File: src/rtl/maze_actor_mover.sv
// Per-frame movement engine for one maze actor: fractional speed, queued turns,
// tunnel wrap and optional ghost-house access.
module maze_actor_mover #(
    parameter int unsigned TILE_BITS     = 3,
    parameter int unsigned X_W           = 9,
    parameter int unsigned Y_W           = 9,
    parameter int unsigned START_X       = 119,
    parameter int unsigned START_Y       = 227,
    parameter logic [1:0]  START_DIR     = 2'b00,
    parameter int unsigned Y_TILE_OFFSET = 3,
    parameter int unsigned MAZE_W_TILES  = 28,
    parameter bit          TUNNEL_WRAP   = 1'b1,
    parameter int unsigned SPEED_W       = 8,
    parameter int unsigned ANIM_DIV      = 2
) (
    input  logic                   clk60,
    input  logic                   reset,
    input  logic                   enable,
    input  logic                   turn_req,
    input  logic [1:0]             turn_dir,
    input  logic                   reverse,
    input  logic [SPEED_W:0]       speed,
    input  logic                   gh_ok,
    input  logic [0:3][1:0]        tile_info,
    output logic [X_W-1:0]         xloc,
    output logic [Y_W-1:0]         yloc,
    output logic [1:0]             dir,
    output logic [1:0]             anim_cycle,
    output logic [X_W-TILE_BITS-1:0] curr_xtile,
    output logic [Y_W-TILE_BITS-1:0] curr_ytile,
    output logic                   at_center,
    output logic                   moving,
    output logic                   tile_enter
);

    localparam logic [1:0] DIR_R = 2'b00;
    localparam logic [1:0] DIR_U = 2'b01;
    localparam logic [1:0] DIR_D = 2'b10;
    localparam logic [1:0] DIR_L = 2'b11;

    localparam logic [TILE_BITS-1:0] CENTRE = TILE_BITS'((1 << (TILE_BITS - 1)) - 1);
    localparam int unsigned          MAZE_W_PX = MAZE_W_TILES << TILE_BITS;
    localparam logic [X_W-1:0]       X_LAST = X_W'(MAZE_W_PX - 1);
    localparam logic [Y_W-1:0]       Y_LAST = '1;
    localparam int unsigned          DIV_W = (ANIM_DIV > 1) ? $clog2(ANIM_DIV) : 1;
    localparam logic [DIV_W-1:0]     DIV_LAST = DIV_W'(ANIM_DIV - 1);
    localparam logic [SPEED_W:0]     SPEED_MAX = {1'b1, {SPEED_W{1'b0}}};

    logic [X_W-1:0]     xloc_q, xloc_d;
    logic [Y_W-1:0]     yloc_q, yloc_d;
    logic [1:0]         dir_q, dir_next;
    logic [1:0]         anim_q, anim_d;
    logic [DIV_W-1:0]   div_q, div_d;
    logic [SPEED_W-1:0] acc_q, acc_d;
    logic               q_valid_q, q_valid_d;
    logic [1:0]         q_dir_q, q_dir_d;
    logic               moving_q, tile_enter_q;

    logic               rev_evt, q_fire, step, blocked, edge_stop, do_move, tile_changed;
    logic [SPEED_W:0]   spd_sat, acc_sum;
    logic [X_W-1:0]     x_mv;
    logic [Y_W-1:0]     y_mv;

    function automatic logic walkable(input logic [1:0] t, input logic ok);
        return (t != 2'b00) && ((t != 2'b11) || ok);
    endfunction

    always_comb begin
        at_center = (xloc_q[TILE_BITS-1:0] == CENTRE) && (yloc_q[TILE_BITS-1:0] == CENTRE);

        // A turn request for the opposite heading is just a reversal.
        rev_evt = reverse || (turn_req && (turn_dir == ~dir_q));
        q_fire  = q_valid_q && at_center && walkable(tile_info[q_dir_q], gh_ok);

        dir_next = dir_q;
        if (rev_evt) begin
            dir_next = ~dir_q;
        end else if (q_fire) begin
            dir_next = q_dir_q;
        end

        q_valid_d = q_valid_q;
        q_dir_d   = q_dir_q;
        if (q_fire) begin
            q_valid_d = 1'b0;
        end
        if (rev_evt) begin
            q_valid_d = 1'b0;
        end else if (turn_req) begin
            if (turn_dir == dir_q) begin
                q_valid_d = 1'b0;
            end else begin
                q_valid_d = 1'b1;
                q_dir_d   = turn_dir;
            end
        end

        spd_sat = (speed >= SPEED_MAX) ? SPEED_MAX : speed;
        acc_sum = {1'b0, acc_q} + spd_sat;
        step    = acc_sum[SPEED_W];
        acc_d   = acc_sum[SPEED_W-1:0];

        blocked   = at_center && !walkable(tile_info[dir_next], gh_ok);
        edge_stop = 1'b0;
        x_mv      = xloc_q;
        y_mv      = yloc_q;
        case (dir_next)
            DIR_R: begin
                if (xloc_q == X_LAST) begin
                    x_mv      = '0;
                    edge_stop = !TUNNEL_WRAP;
                end else begin
                    x_mv = xloc_q + 1'b1;
                end
            end
            DIR_L: begin
                if (xloc_q == '0) begin
                    x_mv      = X_LAST;
                    edge_stop = !TUNNEL_WRAP;
                end else begin
                    x_mv = xloc_q - 1'b1;
                end
            end
            DIR_U: begin
                edge_stop = (yloc_q == '0);
                y_mv      = yloc_q - 1'b1;
            end
            DIR_D: begin
                edge_stop = (yloc_q == Y_LAST);
                y_mv      = yloc_q + 1'b1;
            end
            default: ;
        endcase

        do_move = step && !blocked && !edge_stop;
        xloc_d  = do_move ? x_mv : xloc_q;
        yloc_d  = do_move ? y_mv : yloc_q;

        tile_changed = (xloc_d[X_W-1:TILE_BITS] != xloc_q[X_W-1:TILE_BITS]) ||
                       (yloc_d[Y_W-1:TILE_BITS] != yloc_q[Y_W-1:TILE_BITS]);

        anim_d = anim_q;
        div_d  = div_q;
        if (do_move) begin
            if (div_q == DIV_LAST) begin
                div_d  = '0;
                anim_d = anim_q + 2'd1;
            end else begin
                div_d = div_q + 1'b1;
            end
        end else if (anim_q == 2'd0) begin
            anim_d = 2'd1;
        end
    end

    always_ff @(posedge clk60) begin
        if (reset) begin
            xloc_q       <= X_W'(START_X);
            yloc_q       <= Y_W'(START_Y);
            dir_q        <= START_DIR;
            anim_q       <= 2'd1;
            div_q        <= '0;
            acc_q        <= '0;
            q_valid_q    <= 1'b0;
            q_dir_q      <= 2'b00;
            moving_q     <= 1'b0;
            tile_enter_q <= 1'b0;
        end else if (enable) begin
            xloc_q       <= xloc_d;
            yloc_q       <= yloc_d;
            dir_q        <= dir_next;
            anim_q       <= anim_d;
            div_q        <= div_d;
            acc_q        <= acc_d;
            q_valid_q    <= q_valid_d;
            q_dir_q      <= q_dir_d;
            moving_q     <= do_move;
            tile_enter_q <= tile_changed;
        end else begin
            moving_q     <= 1'b0;
            tile_enter_q <= 1'b0;
        end
    end

    assign xloc       = xloc_q;
    assign yloc       = yloc_q;
    assign dir        = dir_q;
    assign anim_cycle = anim_q;
    assign curr_xtile = xloc_q[X_W-1:TILE_BITS];
    assign curr_ytile = yloc_q[Y_W-1:TILE_BITS] - (Y_W - TILE_BITS)'(Y_TILE_OFFSET);
    assign moving     = moving_q;
    assign tile_enter = tile_enter_q;

endmodule

File: config.mk
export PLATFORM = sky130hd
export DESIGN_NAME = maze_actor_mover
export DESIGN_NICKNAME = d
export VERILOG_FILES = /design/src/rtl/maze_actor_mover.sv
export SDC_FILE = /design/constraint.sdc
export NUM_CORES = 1
export LEC_CHECK = 0
export ABC_CLOCK_PERIOD_IN_PS = 5200
export BUFFER_PORTS_ARGS = -buffer_cell sky130_fd_sc_hd__buf_2
export CORE_ASPECT_RATIO = 0.7
export CORE_MARGIN = 4
export CORE_UTILIZATION = 50
export DETAILED_ROUTE_END_ITERATION = 8
export GPL_TIMING_DRIVEN = 1
export PLACE_DENSITY = 0.77
export SETUP_SLACK_MARGIN = 0.4
export SLEW_MARGIN = 20
export SYNTH_ARGS = -nofsm -noshare
export SYNTH_HDL_FRONTEND = slang
export SYNTH_SLANG_ARGS = --single-unit
File: constraint.sdc
create_clock -name clk60 -period 5.2 [get_ports clk60]
set_clock_uncertainty 0.15 [all_clocks]
set_input_delay 0 -clock clk60 [delete_from_list [all_inputs] [get_ports clk60]]
set_output_delay 0 -clock clk60 [all_outputs]
set_load 0.02 [all_outputs]
==> impl_results.html <==
<table>
<tr><th>Metric</th><th>Value</th></tr>
<tr><th colspan="2">Cells and area</th></tr>
<tr><td>Ratio of cells with drive above 1 in the final layout</td><td>21.69%</td></tr>
<tr><td>Antenna cell count</td><td>0</td></tr>
<tr><td>Non-filler cells in the finished layout</td><td>578</td></tr>
<tr><td># nets final</td><td>535</td></tr>
<tr><td>Final design instance area without fill</td><td>0.003930 sq mm</td></tr>
<tr><td>Fill cell total of the finished layout</td><td>626</td></tr>
<tr><td>Synth-to-Final Area Change</td><td>13.43%</td></tr>
<tr><td>Utilization of the core after routing</td><td>58.44%</td></tr>
<tr><th colspan="2">Floorplan</th></tr>
<tr><td>FP Rows</td><td>25</td></tr>
<tr><td>Core box area</td><td>0.006725 sq mm</td></tr>
<tr><td>Io pins</td><td>62</td></tr>
<tr><td>Height of the chip</td><td>77.65 um</td></tr>
<tr><td>Area of the die</td><td>0.008346 sq mm</td></tr>
<tr><td>Initial Utilization</td><td>51.52%</td></tr>
<tr><td>Die span in x</td><td>107.5 um</td></tr>
<tr><th colspan="2">Placed design</th></tr>
<tr><td>Worst setup timing slack at the placement stage</td><td>381.5 ps</td></tr>
<tr><td>Placed Area</td><td>0.003760 sq mm</td></tr>
<tr><td>Placed Instances</td><td>563</td></tr>
<tr><td>Gp weighted congestion</td><td>0.9678</td></tr>
<tr><td>IO buf count</td><td>61</td></tr>
<tr><td>Hpwl dp</td><td>6800 um</td></tr>
<tr><th colspan="2">Clock tree</th></tr>
<tr><td>Root buffer cell</td><td>sky130_fd_sc_hd__clkbuf_8</td></tr>
<tr><td>Total clock sinks</td><td>36</td></tr>
<tr><td>Longest Clk Path Bufs</td><td>2</td></tr>
<tr><td>Total CTS buffers</td><td>5</td></tr>
<tr><td>CTS tree</td><td>yes</td></tr>
<tr><td>Clock-pin slew on the worst setup and hold paths</td><td>90 ps</td></tr>
<tr><td>Clk_lat worst skew</td><td>310 ps</td></tr>
<tr><td>Maximum level of the CTS H-tree</td><td>2</td></tr>
<tr><th colspan="2">Logic synthesis</th></tr>
<tr><td>Combinational family with the most area after synthesis</td><td>compound AO/OA/AOI/OAI gates</td></tr>
<tr><td>Synth top area share</td><td>20.80%</td></tr>
<tr><td>Synth Area in Adders</td><td>10.18%</td></tr>
<tr><td>Cell taking the most area after synthesis</td><td>sky130_fd_sc_hd__dfxtp_1</td></tr>
<tr><td>Share of synthesized area spent on multiplexers</td><td>6.826%</td></tr>
<tr><td>Most frequently used cell type in the post-synthesis netlist</td><td>sky130_fd_sc_hd__nor2_1</td></tr>
<tr><td>Fraction of synthesized cell area in xor and xnor cells</td><td>7.801%</td></tr>
<tr><td>Async SR Flop Fraction</td><td>0%</td></tr>
<tr><td>Post-synth cell types</td><td>70</td></tr>
<tr><td>Instance count of the mapped netlist</td><td>430</td></tr>
<tr><td>Commonest cells in the netlist</td><td>40 x sky130_fd_sc_hd__nor2_1, 36 x sky130_fd_sc_hd__dfxtp_1, 25 x sky130_fd_sc_hd__ha_1, 25 x sky130_fd_sc_hd__inv_1, 24 x sky130_fd_sc_hd__o21ai_0</td></tr>
<tr><td>Post-synth EDFFs</td><td>0</td></tr>
<tr><td>Mapped Nets</td><td>482</td></tr>
<tr><td>Per-instance average area after synthesis</td><td>8.057 sq um</td></tr>
<tr><td>Post-synthesis share of cell area spent on and, or, nand and nor gates</td><td>21.96%</td></tr>
<tr><td>Part of the Yosys area used for sequential elements</td><td>20.80%</td></tr>
<tr><td>Predominant post-synthesis flop cell</td><td>sky130_fd_sc_hd__dfxtp_1</td></tr>
<tr><td>Combined area of all synthesized cells</td><td>0.003465 sq mm</td></tr>
<tr><td>Top area cells in the synthesized netlist</td><td>sky130_fd_sc_hd__dfxtp_1 21%, sky130_fd_sc_hd__ha_1 9.0%, sky130_fd_sc_hd__xnor2_1 5.3%</td></tr>
<tr><td>Flip-flop and latch count after synthesis</td><td>36</td></tr>
<tr><td>Number of synthesis warnings</td><td>0</td></tr>
<tr><td>Share of the synthesized area in compound gates (AO/OA/AOI/OAI)</td><td>25.17%</td></tr>
<tr><th colspan="2">Run status</th></tr>
<tr><td>Outcome</td><td>complete, no violations</td></tr>
<tr><th colspan="2">Hold path</th></tr>
<tr><td>Worst min-delay path endpoint</td><td>acc_q[1]</td></tr>
<tr><td>Hold path depth</td><td>3</td></tr>
<tr><td>Hold Path Class</td><td>input port to register</td></tr>
<tr><td>Min-Delay Startpoint</td><td>enable</td></tr>
<tr><th colspan="2">Routing</th></tr>
<tr><td>Via count</td><td>3,464</td></tr>
<tr><td>Final wirelength</td><td>9339 um</td></tr>
<tr><td>TritonRoute pass-1 iters</td><td>5</td></tr>
<tr><td>Average vias per placed instance</td><td>5.993</td></tr>
<tr><td>DRT iter0 DRCs</td><td>321</td></tr>
<tr><td>Routed length per placed instance</td><td>16.16 um</td></tr>
<tr><td># DRC</td><td>0</td></tr>
<tr><td>Remaining number of nets flagged by the antenna check after routing</td><td>0</td></tr>
<tr><th colspan="2">STA</th></tr>
<tr><td>Final Hold Viols</td><td>0</td></tr>
<tr><td>Worst slew slack as a fraction of its limit</td><td>47.27%</td></tr>
<tr><td>Share of the clock period used by the worst path after layout</td><td>86.68%</td></tr>
<tr><td>Setup TNS</td><td>0 ps</td></tr>
<tr><td>Unrepaired setup endpoints after global routing</td><td>false</td></tr>
<tr><td>Worst Max-Slew Pin Slew</td><td>791.0 ps</td></tr>
<tr><td>Peak clock frequency supported by timing</td><td>221.9 MHz</td></tr>
<tr><td>Post-layout min period</td><td>4507 ps</td></tr>
<tr><td>Slew Limit Fails</td><td>0</td></tr>
<tr><td>Number of endpoints failing setup at the final stage</td><td>0</td></tr>
<tr><td>Final worst hold slack</td><td>6.278 ps</td></tr>
<tr><td>Worst Setup Slack, final</td><td>692.5 ps</td></tr>
<tr><th colspan="2">GRT</th></tr>
<tr><td>Number of global-route vias before repair</td><td>3,220</td></tr>
<tr><td>Largest net degree at the start of global routing</td><td>41</td></tr>
<tr><td>Number of antenna violations at the first check in global routing</td><td>0</td></tr>
<tr><td>Wire length of the first global-routing pass</td><td>15,450 um</td></tr>
<tr><td>GR Util All Layers</td><td>22.47%</td></tr>
<tr><td>Congestion Overflow GR</td><td>0</td></tr>
<tr><th colspan="2">Worst setup path</th></tr>
<tr><td>Largest fanout on the critical path</td><td>10</td></tr>
<tr><td>Most common cell type on the critical path</td><td>sky130_fd_sc_hd__ha_1</td></tr>
<tr><td>Category of cells accounting for the largest share of critical-path delay</td><td>compound AO/OA/AOI/OAI gates</td></tr>
<tr><td>Buf+Inv Stages, Crit Path</td><td>1</td></tr>
<tr><td>Startpoint of the most critical register-to-register path</td><td>xloc[1]</td></tr>
<tr><td>Setup CP Type</td><td>register to register</td></tr>
<tr><td>Ordered cell list for the critical path</td><td>ha_1 &gt; ha_1 &gt; and4b_2 &gt; nand2_1 &gt; o311a_1 &gt; a31oi_4 &gt; ha_1 &gt; inv_2 &gt; fa_1 &gt; a21o_1 &gt; a21oi_1 &gt; o21bai_1 &gt; a21oi_2 &gt; o21ai_0 &gt; xnor2_1 &gt; nand2_1 &gt; nor3_1 &gt; a2111oi_1</td></tr>
<tr><td>Critical Path Start Type</td><td>register</td></tr>
<tr><td>RR Endpoint</td><td>tile_enter</td></tr>
<tr><td>Crit path capture type</td><td>register</td></tr>
<tr><td>CP max stage delay</td><td>420 ps</td></tr>
<tr><td>Arrival @ worst endpoint</td><td>4510 ps</td></tr>
<tr><td>Library cell contributing the largest single delay on the critical path</td><td>sky130_fd_sc_hd__dfxtp_1</td></tr>
<tr><td>Critical path required time</td><td>5200 ps</td></tr>
<tr><td>FF-to-FF path depth</td><td>18</td></tr>
<tr><td>R2R setup slack</td><td>690 ps</td></tr>
<tr><th colspan="2">Power</th></tr>
<tr><td>Peak ir drop on the vdd network</td><td>0.1355 mV</td></tr>
<tr><td>Static leakage</td><td>1.668 nW</td></tr>
<tr><td>Ratio of total power to cell area</td><td>275.5 mW/mm^2</td></tr>
<tr><td>Overall power of the completed layout</td><td>1.083 mW</td></tr>
<tr><th colspan="2">Job</th></tr>
<tr><td>Max_cap viols</td><td>0</td></tr>
</table>
## area by class of cell
cell class | instances | area (sq um) | area share (%)
well taps | 94 | 117.6 | 2.993
inverters | 27 | 101.3 | 2.579
clock inverters | 3 | 18.77 | 0.4776
multi-input cells | 342 | 2511 | 63.90
clock buffers | 5 | 68.82 | 1.751
repair buffers | 71 | 390.4 | 9.933
flip-flops and latches | 36 | 721.9 | 18.37
## cell usage in the layout, fill, tap and decap left out, drive strengths merged, types with 3 or more instances in the layout
| cell | synthesis | final |
|---|---|---|
| a211oi | 7 | 7 |
| a21o | 4 | 4 |
| a21oi | 23 | 23 |
| a221oi | 7 | 7 |
| a22o | 9 | 9 |
| a22oi | 3 | 3 |
| a31oi | 7 | 7 |
| and3 | 3 | 3 |
| buf | 15 | 67 |
| clkbuf | 10 | 5 |
| clkinv | 2 | 5 |
| dfxtp | 36 | 36 |
| dlygate4sd3 | 0 | 4 |
| ha | 25 | 25 |
| inv | 25 | 25 |
| mux2 | 5 | 5 |
| mux2i | 18 | 18 |
| nand2 | 23 | 23 |
| nand2b | 3 | 3 |
| nand3 | 10 | 10 |
| nand4 | 10 | 10 |
| nor2 | 40 | 40 |
| nor2b | 12 | 12 |
| nor3 | 21 | 21 |
| nor4 | 5 | 5 |
| o211ai | 5 | 5 |
| o21ai | 28 | 28 |
| o31ai | 4 | 4 |
| or3 | 4 | 4 |
| xnor2 | 21 | 21 |
| xor2 | 9 | 9 |
## kinds of logic after synthesis
logic type | after synthesis
and+or+nand+nor | 143
AOI/OAI and AO/OA | 119
buffers and inverters | 52
DFF | 36
xor gates and xnor gates | 30
adders and majority gates | 27
muxes | 23
## metal layers
layer / global-route usage, % / share of wire, %
met3: 5.154 / 8.5
met4: 5.296 / 0.78
met2: 33.56 / 43
met1: 32.62 / 48
met5: 0 / 0
## flip-flops by register name, summed over array words and instances (netlist names)
signal and count:
xloc 9, yloc 9, acc_q 8, anim_cycle 2, dir 2, q_dir_q 2, div_q 1, moving 1
q_valid_q 1, tile_enter 1
## tightest hold or removal path, cell delays in order
cell and delay (ps):
sky130_fd_sc_hd__buf_2 220, sky130_fd_sc_hd__nor2_1 150, sky130_fd_sc_hd__a211oi_1 50
## worst max-delay path by stage
stage / endpoint / slack (ps) / cells past startpoint / from
2_1_floorplan: tile_enter / 600 / 21 / xloc[0]
3_3_place_gp: tile_enter / 650 / 20 / xloc[0]
3_5_place_dp: tile_enter / 380 / 20 / xloc[1]
4_1_cts: tile_enter / 490 / 20 / xloc[1]
5_1_grt: tile_enter / 410 / 18 / xloc[1]
6_report: tile_enter / 690 / 18 / xloc[1]
## report_power, final
part | total (mW) | leakage, nW | internal [mW] | switching (mW)
sequential | 0.348 | 0.294 | 0.301 | 0.0465
combinational | 0.522 | 1.33 | 0.215 | 0.307
clock | 0.213 | 0.0479 | 0.0936 | 0.119
total | 1.08 | 1.67 | 0.610 | 0.472
## timing repair
item,CTS,global route
hold buffers,4,0
resized for setup,1,6
pin swaps,0,3
hold endpoints to repair,3,0
endpoints found under the setup margin,2,2
setup buffers,0,3
Power figures use the tool's default switching activity.
